### config.mk
export PLATFORM = sky130hd
export DESIGN_NAME = dadz_arb
export DESIGN_NICKNAME = d
export VERILOG_FILES = /design/src/rtl/dadz_arb_pkg.sv /design/src/rtl/dadz_core.sv /design/src/rtl/dadz_arb.sv
export SDC_FILE = /design/constraint.sdc
export NUM_CORES = 1
export LEC_CHECK = 0
export BUFFER_PORTS_ARGS = -buffer_cell sky130_fd_sc_hd__buf_4
export CORE_ASPECT_RATIO = 0.5
export CORE_UTILIZATION = 55
export CTS_CLUSTER_DIAMETER = 40
export DETAILED_ROUTE_END_ITERATION = 12
export GPL_TIMING_DRIVEN = 0
export PLACE_DENSITY = 0.85
export SLEW_MARGIN = 20
export SYNTH_ARGS = -nofsm -noshare
export SYNTH_HDL_FRONTEND = slang
export SYNTH_SLANG_ARGS = --single-unit
### constraint.sdc
create_clock -name clk -period 20.5 [get_ports clk]
set_input_delay 3.075 -clock clk [delete_from_list [all_inputs] [get_ports clk]]
set_output_delay 3.075 -clock clk [all_outputs]
set_load 0.03 [all_outputs]
### src/rtl/dadz_arb_pkg.sv
// dadz_arb_pkg: shared Q6.10 constants and helpers for the sigmoid-derivative arbiter.
// Optional feature macro: DADZ_ARB_CLAMP_EN (clamps a to [0, ONE] before S1).
package dadz_arb_pkg;

    localparam int W       = 16;
    localparam int FRAC    = 10;
    localparam logic signed [15:0] ONE = 16'sh0400;

    localparam int PROD_W  = 32;
    localparam int PROD_HI = 25;
    localparam int PROD_LO = 10;

    // Limit a sigmoid output to the legal range [0.0, 1.0]
    function automatic logic [W-1:0] clamp_a(input logic [W-1:0] a);
        if ($signed(a) < 0)
            return '0;
        else if ($signed(a) > ONE)
            return ONE;
        else
            return a;
    endfunction

endpackage

### src/rtl/dadz_core.sv
// dadz_core: registered multiply stage computing (ONE - a) * a in Q6.10,
// with valid/id passthrough and a hold enable for downstream back-pressure.
module dadz_core #(
    parameter int W   = 16,
    parameter int IDW = 2
) (
    input  logic           clk,
    input  logic           res,
    input  logic           hold,
    input  logic           in_valid,
    input  logic [W-1:0]   in_a,
    input  logic [IDW-1:0] in_id,
    output logic           out_valid,
    output logic [W-1:0]   out_dadz,
    output logic [IDW-1:0] out_id
);

    import dadz_arb_pkg::*;

    logic signed [PROD_W-1:0] a_ext;
    logic signed [PROD_W-1:0] one_minus_a;
    logic signed [PROD_W-1:0] prod;

    // Full 32-bit signed product; the Q6.10 result is bits [25:10] (plain truncation)
    assign a_ext       = PROD_W'($signed(in_a));
    assign one_minus_a = PROD_W'(ONE) - a_ext;
    assign prod        = one_minus_a * a_ext;

    // S2 register: captures the product unless the output is stalled
    always_ff @(posedge clk or negedge res) begin
        if (!res) begin
            out_valid <= 1'b0;
            out_dadz  <= '0;
            out_id    <= '0;
        end else if (!hold) begin
            out_valid <= in_valid;
            out_dadz  <= W'(prod >>> PROD_LO);
            out_id    <= in_id;
        end
    end

endmodule

### src/rtl/dadz_arb.sv
// dadz_arb: round-robin arbiter sharing one two-stage da/dz pipeline among NREQ requesters.
// S1 (granted a + id) lives here, S2 (product) lives in dadz_core.
// Optional feature macro: DADZ_ARB_CLAMP_EN clamps a to [0, ONE] before S1.
module dadz_arb #(
    parameter int NREQ = 3,
    parameter int W    = 16
) (
    input  logic                      clk,
    input  logic                      res,
    input  logic [NREQ-1:0]           req_valid,
    input  logic [NREQ*W-1:0]         req_a,
    output logic [NREQ-1:0]           req_ready,
    output logic                      out_valid,
    input  logic                      out_ready,
    output logic [$clog2(NREQ)-1:0]   out_id,
    output logic [W-1:0]              out_dadz,
    output logic [1:0]                inflight
);

    import dadz_arb_pkg::*;

    localparam int IDW = $clog2(NREQ);

    logic           s1_valid;
    logic [W-1:0]   s1_a;
    logic [IDW-1:0] s1_id;
    logic [IDW-1:0] last_grant;

    logic           stall;
    logic           grant_found;
    logic [IDW-1:0] grant_idx;
    logic [IDW-1:0] cand_idx;
    logic           accept;
    logic [W-1:0]   grant_a;
    logic [W-1:0]   grant_a_c;

    assign stall  = out_valid & ~out_ready;
    assign accept = |req_ready;

    // Round-robin search starting one past the last granted requester
    always_comb begin
        grant_found = 1'b0;
        grant_idx   = '0;
        cand_idx    = '0;
        for (int i = 1; i <= NREQ; i++) begin
            cand_idx = IDW'((int'(last_grant) + i) % NREQ);
            if (!grant_found && req_valid[cand_idx]) begin
                grant_found = 1'b1;
                grant_idx   = cand_idx;
            end
        end
    end

    // One-hot acceptance, suppressed while stalled or held in reset
    always_comb begin
        req_ready = '0;
        if (grant_found && !stall && res)
            req_ready[grant_idx] = 1'b1;
    end

    assign grant_a = req_a[grant_idx*W +: W];

`ifdef DADZ_ARB_CLAMP_EN
    assign grant_a_c = clamp_a(grant_a);
`else
    assign grant_a_c = grant_a;
`endif

    // S1 register and grant pointer; both freeze during a stall
    always_ff @(posedge clk or negedge res) begin
        if (!res) begin
            s1_valid   <= 1'b0;
            s1_a       <= '0;
            s1_id      <= '0;
            last_grant <= IDW'(NREQ - 1);
        end else if (!stall) begin
            s1_valid <= accept;
            if (accept) begin
                s1_a       <= grant_a_c;
                s1_id      <= grant_idx;
                last_grant <= grant_idx;
            end
        end
    end

    dadz_core #(
        .W   (W),
        .IDW (IDW)
    ) u_core (
        .clk       (clk),
        .res       (res),
        .hold      (stall),
        .in_valid  (s1_valid),
        .in_a      (s1_a),
        .in_id     (s1_id),
        .out_valid (out_valid),
        .out_dadz  (out_dadz),
        .out_id    (out_id)
    );

    assign inflight = 2'(s1_valid) + 2'(out_valid);

endmodule

==> metrics.csv <==
stage,metric,value,unit
run_status,outcome,"finished, final reports clean",
critical_path,CP max stage cell,or4b_1,
global_routing,initial antenna violation count,0,
cts,CTS tree,yes,
drt,Avg WL per Cell,19.2,µm
yosys,sequential share of the synthesized area,9.16,%
placement,RePlAce Congestion,0.918,
floorplanning,Die H,100,µm
drt,Final ANT Viol Nets,0,
layout,Nets,1632,
yosys,cell taking the most area after synthesis,fa_1,
drt,final wirelength,29500,µm
layout,# fillers,1502,
yosys,synthesis-stage register bit count,39,
yosys,Yosys top cell area share,39.6,%
floorplanning,Die Width,199,µm
critical_path,Setup CP Type,flip-flop to flip-flop,
critical_path,"Max FO, Critical Path",11,
worst_hold_path,worst min path class,flip-flop to flip-flop,
yosys,Cells after Synth,1193,
critical_path,CP required,20.65,ns
global_routing,first-pass GRT wire length,48300,µm
placement,I/O Buffers,77,
cts,Post-CTS Hold Buffers,0,
timing,Max-Slew Margin vs Limit,27.1,%
layout,fraction of layout cells with a size suffix above 1,8.37,%
cts,clk sink count,39,
cts,deepest clock path buffer count,2,
floorplanning,row count,35,
timing,fin. max-slew vios,0,
timing,setup_tns,0,ns
timing,slew at the pin closest to its max-slew limit,1.08,ns
global_routing,via count of the first global-routing pass,9211,
timing,Fin Clk Skew,0.00411,ns
yosys,yosys warns,0,
yosys,Synth Area per Inst,8.95,µm²
layout,Layout area overhead,10.1,%
job,Max Cap Viol,0,
yosys,Post-synth EDFFs,0,
cts,Post-CTS Setup Bufs,0,
yosys,Synth Cell Area,10700,µm²
timing,final hold vios,0,
layout,area of the multi-input gates,8330,µm²
cts,total CTS buffers,5,
global_routing,Global Route Usage Sum,32.3,%
global_routing,grt ovf,0,
cts,CTS root buffer,clkbuf_16,
yosys,"Top FF cell, synth",dfrtp_1,
yosys,Yosys cell types,61,
floorplanning,Core Area,18700,µm²
critical_path,Setup crit end kind,flip-flop,
yosys,Post-Syn Nets,1548,
cts,# H-tree levels,2,
timing,Final period util,46.5,%
floorplanning,I/O pin count,78,
placement,HPWL Detailed,24300,µm
drt,DRC viols,0,
yosys,async set or reset register ratio after synthesis,100,%
yosys,Area contributors post-synth,"fa_1 40%, inv_1 11%, ha_1 11%, dfrtp_1 8.9%, nand2b_1 4.7%",
critical_path,Crit path top cell by count,fa_1,
floorplanning,die area,20000,µm²
critical_path,Worst setup SP type,flip-flop,
drt,initial drt markers,680,
cts,Worst-Skew Late Latency,0.29,ns
global_routing,largest net degree at the start of global routing,41,
timing,min Tclk post-route,9.53,ns
layout,FF/Latch Area,977,µm²
timing,RSZ-0062 raised after global routing,no,
drt,routed vias/inst,5.50,
layout,Diodes inserted,0,
drt,Pre-antenna DRT Iters,6,
cts,post_cts resized,0,
critical_path,Worst Path Arrival,9.68,ns
timing,Max Freq,105,MHz
critical_path,Worst path max stage delay,0.63,ns
drt,Via Count,8450,
timing,endpoints failing setup,0,
floorplanning,Starting Density,57.1,%
cts,"Reg clk slew, reported paths",0.06,ns
## worst max-delay path, delay by kind of cell, from the launching register on
| kind | cells | cell delay, ns |
|---|---|---|
| flops | 1 | 0.45 |
| buf+inv | 7 | 1.38 |
| compound gates | 6 | 1.71 |
| xor+xnor | 1 | 0.21 |
| simple gates | 6 | 1.65 |
| fa+ha+maj | 9 | 4.00 |
## synthesized netlist by cell type (2+ instances only)
master	instances
dfrtp_1	38
xnor2_1	23
o21a_1	4
nor2_1	61
and2_4	6
a211oi_1	3
or3_4	2
inv_1	302
nor3_1	7
and2_1	43
xor2_1	10
o31ai_1	5
ha_1	90
a22oi_1	16
clkbuf_1	52
nor2b_1	63
a21o_1	6
nand2_1	69
a21oi_1	18
nand2b_1	80
nand3_1	2
o21bai_1	3
and3_1	4
o21ai_0	17
a31oi_1	16
nor3b_1	3
nand4_1	3
buf_2	2
nor4_1	3
fa_1	211
## per-stage QoR
step	hold slack [ns]	cells	setup slack [ns]	util [%]	cell area, µm²
after global placement	0.468	1529	11.36	61.9	11600
after global routing	0.516	1537	10.61	62.8	11700
after floorplan	0.462	1193	12.68	-	10700
final	0.493	1537	10.97	62.8	11700
after detailed placement	0.474	1529	11.20	61.9	11600
after CTS	0.491	1537	11.15	62.8	11700
## cell type report
cell class,instances,share of cell area (%)
plain buffers,56,1.91
clock buffers,6,1.18
clock inverters,2,0.298
inverters,303,9.68
multi-input cells,795,70.9
flip-flops and latches,39,8.32
well taps,259,2.76
repair buffers,77,4.92
## layer usage
metal	wire length (µm)	track usage [%]	vias to the layer above
met1	11800	42.9	4229
li1	-	-	3713
met4	1070	11.2	0
met2	13700	52.8	422
met3	2870	7.16	86
met5	0	0	-
## cells in the final DEF, fill, tap and decap left out, types with 18 or more instances in the layout
| cell | instances |
|---|---|
| nand2_1 | 69 |
| buf_4 | 78 |
| nor2_1 | 61 |
| and2_1 | 43 |
| nor2b_1 | 63 |
| fa_1 | 211 |
| xnor2_1 | 23 |
| clkbuf_1 | 52 |
| a21oi_1 | 18 |
| dfrtp_1 | 38 |
| ha_1 | 90 |
| nand2b_1 | 80 |
| inv_1 | 302 |
## kinds of logic after synthesis
logic type / synth area share [%]
muxes: 0.199
adders and majority gates: 50.2
and+or+nand+nor: 18.4
AOI/OAI and AO/OA: 6.38
DFF: 9.16
buffers and inverters: 12.8
xor gates and xnor gates: 2.92
## state kept, by name, indices dropped and copies added (netlist names)
register / cells
s1_a: 16
u_core.out_valid: 1
s1_valid: 1
u_core.out_id: 2
u_core.out_dadz: 16
s1_id: 2
last_grant: 1
## final timing paths
check                                   start                  end  slack [ns]  cells after the start
setup / recovery                      s1_a[0]  u_core.out_dadz[15]       10.97                     29
hold / removal             u_core.out_dadz[7]   u_core.out_dadz[7]        0.49                      2
setup reg to reg                      s1_a[0]  u_core.out_dadz[15]       10.97                     29
hold reg to reg            u_core.out_dadz[7]   u_core.out_dadz[7]        0.49                      2
max in group asynchronous                 res        last_grant[1]       17.36                      1
min in group asynchronous                 res             s1_a[13]        2.76                      1
Power is left out: the tool's default activity adds up to more than one toggle a clock period on the data nets, which glitch-free logic cannot reach.
